File: src/rtl/nzr_bit_gen.sv
// nzr_bit_gen: WS2812B single-wire bit encoder.
// Turns one qmode code per bit period into a timed high/low pulse.
module nzr_bit_gen #(
  parameter int BIT_CLKS = 128,
  parameter int T0H_CLKS = 40,
  parameter int T1H_CLKS = 80,
  parameter int CW       = 8
) (
  input  logic       clk,
  input  logic       reset,
  input  logic [1:0] qmode,
  input  logic       StartCoding,
  output logic       bdone,
  output logic       Dout,
  output logic       busy,
  output logic       err
);

  typedef enum logic {
    RST = 1'b0,
    BIT = 1'b1
  } state_t;

  localparam logic [CW-1:0] LAST = CW'(BIT_CLKS - 1);
  localparam logic [CW-1:0] TH0  = CW'(T0H_CLKS);
  localparam logic [CW-1:0] TH1  = CW'(T1H_CLKS);

  state_t          r_state;
  state_t          w_state_nx;
  logic [CW-1:0]   r_cnt;
  logic [CW-1:0]   w_cnt_nx;
  logic            r_bitval;
  logic            w_bitval_nx;
  logic            r_dout;
  logic            w_dout_nx;
  logic            r_err;
  logic            w_err_nx;
  logic [CW-1:0]   w_th;
  logic            w_last;

  assign w_th   = r_bitval ? TH1 : TH0;
  assign w_last = (r_state == BIT) && (r_cnt == LAST);

  // State, counter and registered line output.
  always_ff @(posedge clk or negedge reset) begin
    if (!reset) begin
      r_state  <= RST;
      r_cnt    <= '0;
      r_bitval <= 1'b0;
      r_dout   <= 1'b0;
      r_err    <= 1'b0;
    end else begin
      r_state  <= w_state_nx;
      r_cnt    <= w_cnt_nx;
      r_bitval <= w_bitval_nx;
      r_dout   <= w_dout_nx;
      r_err    <= w_err_nx;
    end
  end

  // Next state: restart wins, then idle hold, sample, wrap, count.
  always_comb begin
    w_state_nx  = r_state;
    w_cnt_nx    = r_cnt;
    w_bitval_nx = r_bitval;
    w_dout_nx   = 1'b0;
    w_err_nx    = r_err;
    if (StartCoding) begin
      w_state_nx = BIT;
      w_cnt_nx   = '0;
    end else if (r_state == RST) begin
      w_cnt_nx = '0;
    end else if (r_cnt == '0) begin
      if (qmode[1]) begin
        w_state_nx = RST;
        if (qmode[0]) begin
          w_err_nx = 1'b1;
        end
      end else begin
        w_bitval_nx = qmode[0];
        w_cnt_nx    = CW'(1);
        w_dout_nx   = 1'b1;
      end
    end else if (r_cnt == LAST) begin
      w_cnt_nx = '0;
    end else begin
      w_cnt_nx  = r_cnt + CW'(1);
      w_dout_nx = (r_cnt < w_th);
    end
  end

  assign bdone = w_last && !StartCoding;
  assign busy  = (r_state == BIT);
  assign Dout  = r_dout;
  assign err   = r_err;

endmodule

File: config.mk
export PLATFORM = sky130hd
export DESIGN_NAME = nzr_bit_gen
export DESIGN_NICKNAME = d
export VERILOG_FILES = /design/src/rtl/nzr_bit_gen.sv
export SDC_FILE = /design/constraint.sdc
export NUM_CORES = 1
export LEC_CHECK = 0
export ABC_CLOCK_PERIOD_IN_PS = 4500
export CAP_MARGIN = 40
export CELL_PAD_IN_SITES_DETAIL_PLACEMENT = 1
export CELL_PAD_IN_SITES_GLOBAL_PLACEMENT = 2
export CORE_ASPECT_RATIO = 0.8
export CORE_MARGIN = 2
export CORE_UTILIZATION = 35
export DETAILED_ROUTE_END_ITERATION = 12
export PLACE_DENSITY_LB_ADDON = 0.2
export SYNTH_ARGS = -nofsm -noshare
export SYNTH_HDL_FRONTEND = slang
export SYNTH_SLANG_ARGS = --single-unit
File: constraint.sdc
create_clock -name clk -period 4.5 [get_ports clk]
set_input_delay 0.9 -clock clk [delete_from_list [all_inputs] [get_ports clk]]
set_output_delay 0.9 -clock clk [all_outputs]
set_load 0.02 [all_outputs]
==> impl_metrics.json <==
{
  "reg2reg_depth": 6,
  "grtUsageTotal_pct": 17.7,
  "start_util_pct": 37.6,
  "h-tree-depth": 1,
  "cts.sinks": 12,
  "finalHoldViolCount": 0,
  "p_leak_nw": 0.372,
  "postCtsHoldBufs": 0,
  "fin_skew_ns": 0.00179,
  "ys.warnings.count": 0,
  "grt_util_met1_pct": 23.7,
  "drc_errors": 0,
  "cp-end-kind": "output pin",
  "yosys-top-cells-area": "dfrtp_1 (42%), ha_1 (8.7%), nor2_1 (4.7%), xnor2_1 (3.7%), nand3_1 (3.5%)",
  "busiest_layer": "met2",
  "whs_ns": 0.488,
  "min_period_ns": 3.30,
  "grt_util_met2_pct": 24.5,
  "synth_area_per_cell_um2": 9.58,
  "drive_above_1_share_pct": 9.41,
  "r2r_setup_slack_ns": 2.85,
  "regArea_um2": 300,
  "cp_max_fo": 7,
  "rr_startpoint": "r_cnt[0]",
  "drtIter0Drc": 5,
  "required_ns": 3.60,
  "clk_path_buf_depth": 2,
  "multi_input_area_um2": 388,
  "dp_cells": 105,
  "cp_data_arrival_time_ns": 2.40,
  "drt-pass1-iter-count": 3,
  "netlist_area_um2": 718,
  "final-setup-viol-count": 0,
  "antenna_cells": 0,
  "clock_latency_ns": 0.28,
  "rsz0062_at_grt": "no",
  "irDropWorstVdd_v": 0.000169,
  "slew_headroom_pct": 61.7,
  "worst_pin_slew_ns": 0.573,
  "cts_tree": "done",
  "grt_max_degree": 13,
  "ys_ff_latch": 12,
  "setup.worst_path.start": "StartCoding",
  "nNetsFinal": 96,
  "fill_cells": 233,
  "antenna_found_initial": 0,
  "power_density_nw_per_um2": 307,
  "synth_top_area_share_pct": 41.8,
  "post-cts-setup-buffers": 0,
  "cts-root-buf": "clkbuf_4",
  "overflow": 0,
  "dp.final_hpwl_um": 1210,
  "drv_slew": 0,
  "synthToLayoutAreaGrowth_pct": 18.3,
  "io_buffers": 8,
  "die_h_um": 44.5,
  "cts.clk_slew.worst_paths_ns": 0.08,
  "endpoint": "bdone",
  "timing.final.crit_share_pct": 73.3,
  "reg2reg_to": "r_bitval",
  "dieArea_um2": 2430,
  "instances_no_fill": 109,
  "synth_cells": 75,
  "start_kind": "input port",
  "cts_resized": 0,
  "synth_nets": 85,
  "drt_wl_total_um": 1610,
  "ys_seq_area_share_pct": 41.8,
  "total_power_mw": 0.261,
  "viasPerCell": 5.02,
  "post_drt_wl_per_cell_um": 14.8,
  "core-area_um2": 1910,
  "num_rows": 14,
  "ys_types": 28,
  "fin_util_pct": 44.5,
  "vias": 547,
  "grt_pass1_wl_um": 2880,
  "cts_made_buffers": 3,
  "worst-setup-path-type": "in2out",
  "grt_pass1_vias": 582,
  "fp.dieW_um": 54.6,
  "maxCapViolations": 0,
  "fmax_mhz": 303,
  "drtAntennaViolNets": 0,
  "io_pins": 9,
  "yosysTopAreaCell": "dfrtp_1",
  "hold_path_class": "reg2reg",
  "use_met3_pct": 7.43,
  "status": "finished clean",
  "tns_ns": 0,
  "place_congestion": 0.792
}
placed cells by master (no fill, tap or decap), types with 2 or more instances in the layout:
cell type / instances
xnor2_1: 3
nor2b_1: 3
dfrtp_1: 12
ha_1: 5
o21ai_0: 3
xor2_1: 2
nor2_1: 9
a21o_1: 3
nand2_1: 4
nand3_1: 5
inv_1: 4
clkdlybuf4s50_1: 8
nor3_1: 3
clkbuf_4: 3
a21oi_1: 4
cells in the mapped netlist:
cell type / n
and2_1: 1
a21o_1: 3
ha_1: 5
nor3_1: 3
nor3b_1: 1
a21oi_1: 4
clkbuf_1: 1
nand2_1: 4
nand4_1: 1
or2b_1: 1
or3_1: 1
nor4b_4: 1
xor2_1: 2
inv_1: 4
a211oi_1: 1
nand3_1: 5
dfrtp_1: 12
and3_1: 1
xnor2_1: 3
o211ai_1: 1
o21ai_0: 3
nor3_2: 1
buf_6: 1
nor2_1: 9
a41o_1: 1
nor2b_1: 3
nand2_2: 1
mux2_2: 1
cell families after synthesis:
group	count (synthesis)	synth area share, %
AO/OA/AOI/OAI	13	11.5
XOR/XNOR	5	6.10
flip-flops	12	41.8
buffers and inverters	6	4.18
adder cells (fa/ha/maj)	5	8.71
multiplexers	1	1.57
AND/OR/NAND/NOR	33	26.1
sequential cells by signal, indices dropped and copies added, names as in the netlist:
| signal | count |
|---|---|
| err | 1 |
| busy | 1 |
| r_bitval | 1 |
| Dout | 1 |
| r_cnt | 8 |
critical path: stages:
cell and delay [ns]:
clkdlybuf4s50_1 0.44, or2b_1 0.33, nor2_1 0.12, clkdlybuf4s50_1 0.61
layout make-up:
type	count	share of cell area (%)
Clock buffer	4	4.27
Multi-Input combinational cell	57	45.7
Inverter	4	1.77
Sequential cell	12	35.3
Tap cell	24	3.53
Timing Repair Buffer	8	9.43
how the worst min path moves through the flow:
stage,start,to,slack [ns],cells past startpoint
CTS,err,err,0.50,1
floorplan,r_bitval,r_bitval,0.52,1
global route,err,err,0.52,1
global placement,err,err,0.46,1
detailed placement,err,err,0.47,1
finish,err,err,0.49,1
per-layer routing:
layer | wire, um | vias to the layer above
li1 | - | 277
met1 | 846 | 255
met5 | 0 | -
met2 | 655 | 11
met4 | 28 | 0
met3 | 78 | 4
report_power, final:
part | internal (mW) | total [mW] | switching, mW | leakage [nW]
combinational | 0.0244 | 0.0525 | 0.0280 | 0.196
clock | 0.0492 | 0.0883 | 0.0390 | 0.0210
sequential | 0.115 | 0.120 | 0.00569 | 0.155
metrics by stage:
step                      area [um2]  setup WS (ns)
after detailed placement         813           1.20
after global routing             850           1.11
after CTS                        850           1.19
after floorplan                  718           2.11
after global placement           813           1.23
final                            850           1.20
No activity file was read; power rests on OpenSTA's default activity.
